<file path="src/rtl/oup_ulpi_pkg.sv">
// Shared types and constants for the ULPI PHY-side responder model:
// FSM state encoding, TX CMD prefixes, register map, reset defaults and
// the RX CMD byte packing helper.
package oup_ulpi_pkg;

  typedef enum logic [3:0] {
    IDLE,
    CMD_ACK,
    WR_DATA,
    WR_STP,
    RD_TURN,
    RD_DATA,
    TURN_BACK,
    RX_TURN,
    RX_DATA
  } state_t;

  // TX CMD prefix in ulpi_data[7:6]; [5:0] carries the immediate address.
  localparam logic [1:0] TXCMD_REGWR = 2'b10;
  localparam logic [1:0] TXCMD_REGRD = 2'b11;

  // Read-only identification bytes.
  localparam logic [5:0] ADDR_VID_LO = 6'h00;
  localparam logic [5:0] ADDR_VID_HI = 6'h01;
  localparam logic [5:0] ADDR_PID_LO = 6'h02;
  localparam logic [5:0] ADDR_PID_HI = 6'h03;

  // Writable registers: base address writes, base+1 sets, base+2 clears.
  localparam logic [5:0] ADDR_FUNC_CTRL = 6'h04;
  localparam logic [5:0] ADDR_IFC_CTRL  = 6'h07;
  localparam logic [5:0] ADDR_OTG_CTRL  = 6'h0A;
  localparam logic [5:0] ADDR_SCRATCH   = 6'h16;
  localparam logic [5:0] SET_OFFSET     = 6'd1;
  localparam logic [5:0] CLR_OFFSET     = 6'd2;

  localparam int NUM_REGS       = 4;
  localparam int FUNC_IDX       = 0;
  localparam int FUNC_RESET_BIT = 5;

  localparam logic [5:0] REG_BASE [NUM_REGS] = '{
    ADDR_FUNC_CTRL, ADDR_IFC_CTRL, ADDR_OTG_CTRL, ADDR_SCRATCH
  };
  localparam logic [7:0] REG_DEFAULT [NUM_REGS] = '{
    8'h41, 8'h00, 8'h06, 8'h00
  };

  // RX CMD byte: {0, ID, 00, VBUS[1:0], LineState[1:0]}.
  function automatic logic [7:0] rx_cmd_pack(input logic id, input logic [1:0] vbus,
                                             input logic [1:0] linestate);
    return {1'b0, id, 2'b00, vbus, linestate};
  endfunction

endpackage

</file>
<file path="src/rtl/oup_ulpi_phy_regfile.sv">
// ULPI immediate-address register file: ID bytes, four writable registers
// with write/set/clr aliases, read mux, and a soft reset that restores all
// defaults when a Function Control write would leave the Reset bit set.
module oup_ulpi_phy_regfile
  import oup_ulpi_pkg::*;
#(
  parameter logic [15:0] VENDOR_ID  = 16'h0424,
  parameter logic [15:0] PRODUCT_ID = 16'h0009
) (
  input  logic       clk,
  input  logic       rst_n,
  input  logic       wr_en,
  input  logic [5:0] wr_addr,
  input  logic [7:0] wr_data,
  input  logic [5:0] rd_addr,
  output logic [7:0] rd_data,
  output logic [7:0] func_ctrl,
  output logic       soft_rst
);

  logic [7:0] reg_val    [NUM_REGS];
  logic       reg_hit    [NUM_REGS];
  logic [7:0] reg_merged [NUM_REGS];

  for (genvar gi = 0; gi < NUM_REGS; gi++) begin : g_reg
    logic [7:0] value_reg;
    logic       hit;
    logic [7:0] merged;

    // Alias decode: value this register would take if the write commits.
    always_comb begin
      hit    = 1'b0;
      merged = value_reg;
      if (wr_addr == REG_BASE[gi]) begin
        hit    = 1'b1;
        merged = wr_data;
      end else if (wr_addr == REG_BASE[gi] + SET_OFFSET) begin
        hit    = 1'b1;
        merged = value_reg | wr_data;
      end else if (wr_addr == REG_BASE[gi] + CLR_OFFSET) begin
        hit    = 1'b1;
        merged = value_reg & ~wr_data;
      end
    end

    // Register storage; a soft reset takes precedence over the write itself.
    always_ff @(posedge clk or negedge rst_n) begin
      if (!rst_n) begin
        value_reg <= REG_DEFAULT[gi];
      end else if (soft_rst) begin
        value_reg <= REG_DEFAULT[gi];
      end else if (wr_en && hit) begin
        value_reg <= merged;
      end
    end

    assign reg_val[gi]    = value_reg;
    assign reg_hit[gi]    = hit;
    assign reg_merged[gi] = merged;
  end

  // The Reset bit is self-clearing: it is never stored, it triggers defaults.
  assign soft_rst  = wr_en && reg_hit[FUNC_IDX] && reg_merged[FUNC_IDX][FUNC_RESET_BIT];
  assign func_ctrl = reg_val[FUNC_IDX];

  // Read mux: every alias returns the register; anything unmapped
  // (including the extended-address escape 6'h2F) reads as zero.
  always_comb begin
    rd_data = 8'h00;
    case (rd_addr)
      ADDR_VID_LO: rd_data = VENDOR_ID[7:0];
      ADDR_VID_HI: rd_data = VENDOR_ID[15:8];
      ADDR_PID_LO: rd_data = PRODUCT_ID[7:0];
      ADDR_PID_HI: rd_data = PRODUCT_ID[15:8];
      default: begin
        for (int i = 0; i < NUM_REGS; i++) begin
          if (rd_addr == REG_BASE[i] || rd_addr == REG_BASE[i] + SET_OFFSET ||
              rd_addr == REG_BASE[i] + CLR_OFFSET) begin
            rd_data = reg_val[i];
          end
        end
      end
    endcase
  end

endmodule

</file>
<file path="config.mk">
export PLATFORM = sky130hd
export DESIGN_NAME = oup_ulpi_phy_regfile
export DESIGN_NICKNAME = d
export VERILOG_FILES = /design/src/rtl/oup_ulpi_pkg.sv /design/src/rtl/oup_ulpi_phy_regfile.sv
export SDC_FILE = /design/constraint.sdc
export NUM_CORES = 1
export LEC_CHECK = 0
export CORE_MARGIN = 4
export CORE_UTILIZATION = 23
export CTS_BUF_LIST = sky130_fd_sc_hd__clkbuf_4 sky130_fd_sc_hd__clkbuf_8
export CTS_CLUSTER_DIAMETER = 80
export DETAILED_ROUTE_END_ITERATION = 12
export PLACE_DENSITY = 0.42
export SETUP_SLACK_MARGIN = 0.15
export SKIP_LAST_GASP = 1
export SLEW_MARGIN = 20
export SYNTH_ARGS = -nofsm -noshare
export SYNTH_HDL_FRONTEND = slang
export SYNTH_SLANG_ARGS = --single-unit
</file>
<file path="constraint.sdc">
create_clock -name clk -period 1.9 [get_ports clk]
set_input_delay 0.38 -clock clk [delete_from_list [all_inputs] [get_ports clk]]
set_output_delay 0.38 -clock clk [all_outputs]
set_load 0.01 [all_outputs]
</file>
Word-level counts from Yosys, hierarchy flattened
Cells that the tools add are included.
{"block": "word_totals", "regBits": 32, "in_bits": 23, "output_inout_bits": 17, "word_cells": 104}
{"block": "op_classes", "eq_ne": 27, "mux": 37, "bitwise_logic": 9, "reduce_logical": 26}
{"op": "$mux 8", "n": 24}
{"op": "$eq 6x4->1 const B", "n": 10}
{"op": "$eq 6x3->1 const B", "n": 8}
{"op": "$eq 6x5->1 const B", "n": 6}
{"op": "$and 8x8->8", "n": 4}
{"op": "$or 8x8->8", "n": 4}
{"op": "$pmux 8 s4", "n": 1}
{"op": "$reduce_bool 4->1", "n": 4}
{"op": "$eq 6x2->1 const B", "n": 2}
{"op": "$mux 1", "n": 12}
{"op": "$logic_or 1x1->1", "n": 8}
{"op": "$not 8->8", "n": 1}
{"op": "$reduce_and 2->1", "n": 4}
{"op": "$reduce_bool 2->1", "n": 4}
{"op": "$eq 6x1->1 const B", "n": 1}
{"op": "$logic_not 6->1", "n": 1}
{"op": "$logic_and 1x1->1", "n": 5}

Longest topological paths before layout
{"block": "depth", "ltp_word": 8, "ltp_mapped": 7, "ltp_nobuf": 6}

Least setup slack after synthesis
OpenSTA, ideal clock, no wires.
{"block": "synth_path", "path_kind": "in2out", "from": "input rd_addr[1]", "to": "output rd_data[3]", "arrival_time_ns": 1.606, "required_time_ns": 1.520, "setup_slack_ns": -0.086, "cell_stages": 6, "n_path_buf": 1, "path_cell_list": "buf_6 or4b_4 a21oi_4 a21o_1 a221oi_1 o21bai_1"}
{"block": "synth_between", "elab_chain_cells": 8, "word_cells_on_any_way": 29, "classes_between": "eq/ne (15); mux (5); reduce/logical (9)"}
{"element": "start, declared", "line_no": "oup_ulpi_phy_regfile.sv:15", "source": "input logic [5:0] rd_addr,"}
{"element": "$eq 6x3->1", "line_no": "oup_ulpi_phy_regfile.sv:77", "source": "if (rd_addr == REG_BASE[i] || rd_addr == REG_BASE[i] + SET_OFFSET ||"}
{"element": "$logic_or 1x1->1 (2 in a row)", "line_no": "oup_ulpi_phy_regfile.sv:77"}
{"element": "$mux 8 (4 in a row)", "line_no": "oup_ulpi_phy_regfile.sv:77"}
{"element": "$pmux 8 s4 (*)", "line_no": "oup_ulpi_phy_regfile.sv:70", "source": "case (rd_addr)"}
{"element": "end, declared", "line_no": "oup_ulpi_phy_regfile.sv:16", "source": "output logic [7:0] rd_data,"}
Every way passes the cells marked *; elsewhere a longest branch is shown, timed or not.

Final worst setup path
{"block": "layout_path", "from": "input rd_addr[2]", "to": "output rd_data[5]"}
The elaborated chain is that of the path after synthesis.

==> reports/qor.csv <==
metric,value,unit
fin_area,3110,sq um
yosysSeqAreaShare,40.1,%
hpwlAfterDp,5210,microns
slew_headroom,70.6,%
start_kind,input port,
clock-root-buffer,clkbuf_8,
period_share,112,%
ys_ff_latch,32,
postPlaceCellArea,2770,sq um
cp_slowest_cell,or4b_4,
gp_congestion,0.765,
fin_crit,2.14,ns
hp-class,in2async,
ys.flop_type,dfrtp_1,
via_per_inst,5.02,
portBuffers,39,
p_sw_share,28.0,%
status,"complete, but fails checks",
grt-ovfl-total,0,
track_usage,14.1,%
critPathMaxFanout,6,
tightest_slew,0.441,ns
crit_path_end_kind,primary output,
coreArea,8340,sq um
power_frac_seq,42.7,%
cp.required,1.52,ns
hold_violations,0,
cts_buffers,5,
synth_cell_types,55,
clockBufferDepth,2,
clock-sinks,32,
grt_max_degree,33,
drc_errors,0,
first_pass_iters,4,
synth_cells,217,
cp_cell_sequence,buf_6 > or4b_4 > a21oi_4 > a22oi_2 > a31oi_1 > buf_2,
cts.htree.levels,2,
skew,0.00771,ns
final_common_cell,buf_4,
clkTransAtPathRegs,0.07,ns
area_growth,54.6,%
cts_tree,built,
path_class,in2out,
start_util,24.1,%
wl,7110,microns
layout_common_cells,"buf_4 (44), dfrtp_1 (28), nand2_1 (23)",
cap_violations,0,
drtIter0Drc,95,
yosys.area.top_type,dfrtp_1,
ios,40,
die_y,102,microns
post_drt_wl_per_cell,17.2,microns
synth_area_leaders,"dfrtp_1 (35%), a221o_1 (7.0%), o21ai_0 (6.2%), dfstp_2 (5.2%), nand2_1 (4.7%)",
worst_slack,-0.235,ns
synth_enable_flop_cells,0,
max_freq,468,MHz
leakage,0.00127,uW
drv_slew,0,
place_ws,-1.01,ns
drive_gt1_share,38.4,%
wl_met3,304,microns
combPwrFrac,22.3,%
die_x,102,microns
critPathMaxStageDelay,0.54,ns
p_total,1930,uW
largest_reg_flops,24,
violations,setup timing,
power_density,621,nW/um^2
row_count,33,
dieArea,10300,sq um
critPathTopFamily,compound AO/OA/AOI/OAI gates,
p_switching,540,uW
antenna_left,0,
grt_pass1_vias,2085,
synth.cell_area,2010,sq um
intPower,1390,uW
antenna_found_initial,0,
grt_pass1_wl,11300,microns
clkLatencyLatePin,0.29,ns
async_flop_share,100,%
yosysTopAreaCellShare,34.8,%
m1WireLength,3160,microns
met2_length,3580,microns
setup_viol,8,
vias,2067,
rsz0062_at_grt,yes,
syn-num-nets,240,
ir_worst_vdd,247,uV
power.share.clock,35.1,%
finalNetCount,329,
ys_warn_count,0,
critical_path_buf_inv_count,2,
critical_path_arrival,1.76,ns
top_layer,met4,
syn_avg_cell_area,9.27,sq um
diodes,0,
[worst register-to-register path: cells and delay by family (launching register included)]
| family | cells | cell delay [ns] |
|---|---|---|
| buf+inv | 3 | 0.39 |
| compound gates | 4 | 0.76 |
| flops | 1 | 0.35 |
[logic make-up (layout without fill, tap and decap cells)]
logic type / count (synthesis) / after routing / synth area share [%]
AOI/OAI and AO/OA: 84 / 84 / 31.0
buffers and inverters: 16 / 106 / 4.92
DFF: 32 / 32 / 40.1
muxes: 1 / 1 / 0.498
and+or+nand+nor: 84 / 84 / 23.5
[layer usage]
| metal | vias up | global-route usage (%) |
|---|---|---|
| li1 | 1001 | - |
| met3 | 5 | 2.75 |
| met1 | 1023 | 17.8 |
| met2 | 38 | 24.9 |
| met5 | - | 0 |
| met4 | 0 | 2.76 |
[final timing paths]
| check | from | end | slack [ns] | depth (start not counted) |
|---|---|---|---|---|
| min | rst_n | g_reg[1].value_reg[1]$_DFFE_PN0P_ | 0.50 | 2 |
| min reg2reg | g_reg[2].value_reg[5]$_DFFE_PN0P_ | g_reg[2].value_reg[5]$_DFFE_PN0P_ | 0.53 | 1 |
| max reg2reg | func_ctrl[5]$_DFFE_PN0P_ | g_reg[1].value_reg[4]$_DFFE_PN0P_ | 0.29 | 7 |
| min in group clk | g_reg[2].value_reg[5]$_DFFE_PN0P_ | g_reg[2].value_reg[5]$_DFFE_PN0P_ | 0.53 | 1 |
| max | rd_addr[2] | rd_data[5] | -0.24 | 6 |
| max in group asynchronous | rst_n | func_ctrl[6]$_DFFE_PN1P_ | 1.06 | 2 |
[synthesized netlist by cell type (2+ instances only)]
master,count
nand3_1,3
a21oi_1,13
nand3b_1,2
buf_1,5
and2_1,2
a32o_1,6
nand4b_1,2
a22oi_1,10
and2b_1,2
nor3b_2,2
nor3_1,3
o21ai_0,25
dfrtp_1,28
o21ai_1,2
a221oi_1,2
buf_6,4
nor2_1,20
nor3b_1,9
nand2_1,25
dfstp_2,4
a221o_1,14
[stage by stage]
stage / cells / hold slack [ns] / util [%] / TNS, ns
floorplan: 217 / 0.0844 / - / -0.0990
global placement: 388 / 0.511 / 33.2 / -18.41
detailed placement: 388 / 0.514 / 33.2 / -18.65
CTS: 410 / 0.520 / 36.1 / -1.67
global route: 412 / 0.540 / 37.3 / -2.05
finish: 412 / 0.504 / 37.3 / -1.52
[cell type report]
| type | instances | area [sq um] |
|---|---|---|
| sequential | 32 | 806 |
| clock inverter | 2 | 35.0 |
| multi-input combinational | 169 | 1230 |
| tap | 105 | 131 |
| clock buffer | 6 | 76.3 |
| timing repair buffer | 95 | 816 |
| fill | 880 | 5230 |
| inverter | 3 | 13.8 |
[what timing repair did]
action | in CTS | in global routing
gates resized for setup | 88 | 30
buffers inserted | 14 | 2
gates cloned | 0 | 0
hold endpoints to repair | 0 | 0
pin swaps | 19 | 17
endpoints found under the setup margin | 36 | 34
hold buffers | 0 | 0
[power groups by stage]
stage	combinational (uW)	sequential, uW	clock, uW
detailed placement	412	833	0
global placement	409	838	0
finish	430	824	678
global route	473	831	714
CTS	418	822	689
floorplan	172	820	0
No activity file was read; power rests on OpenSTA's default activity.
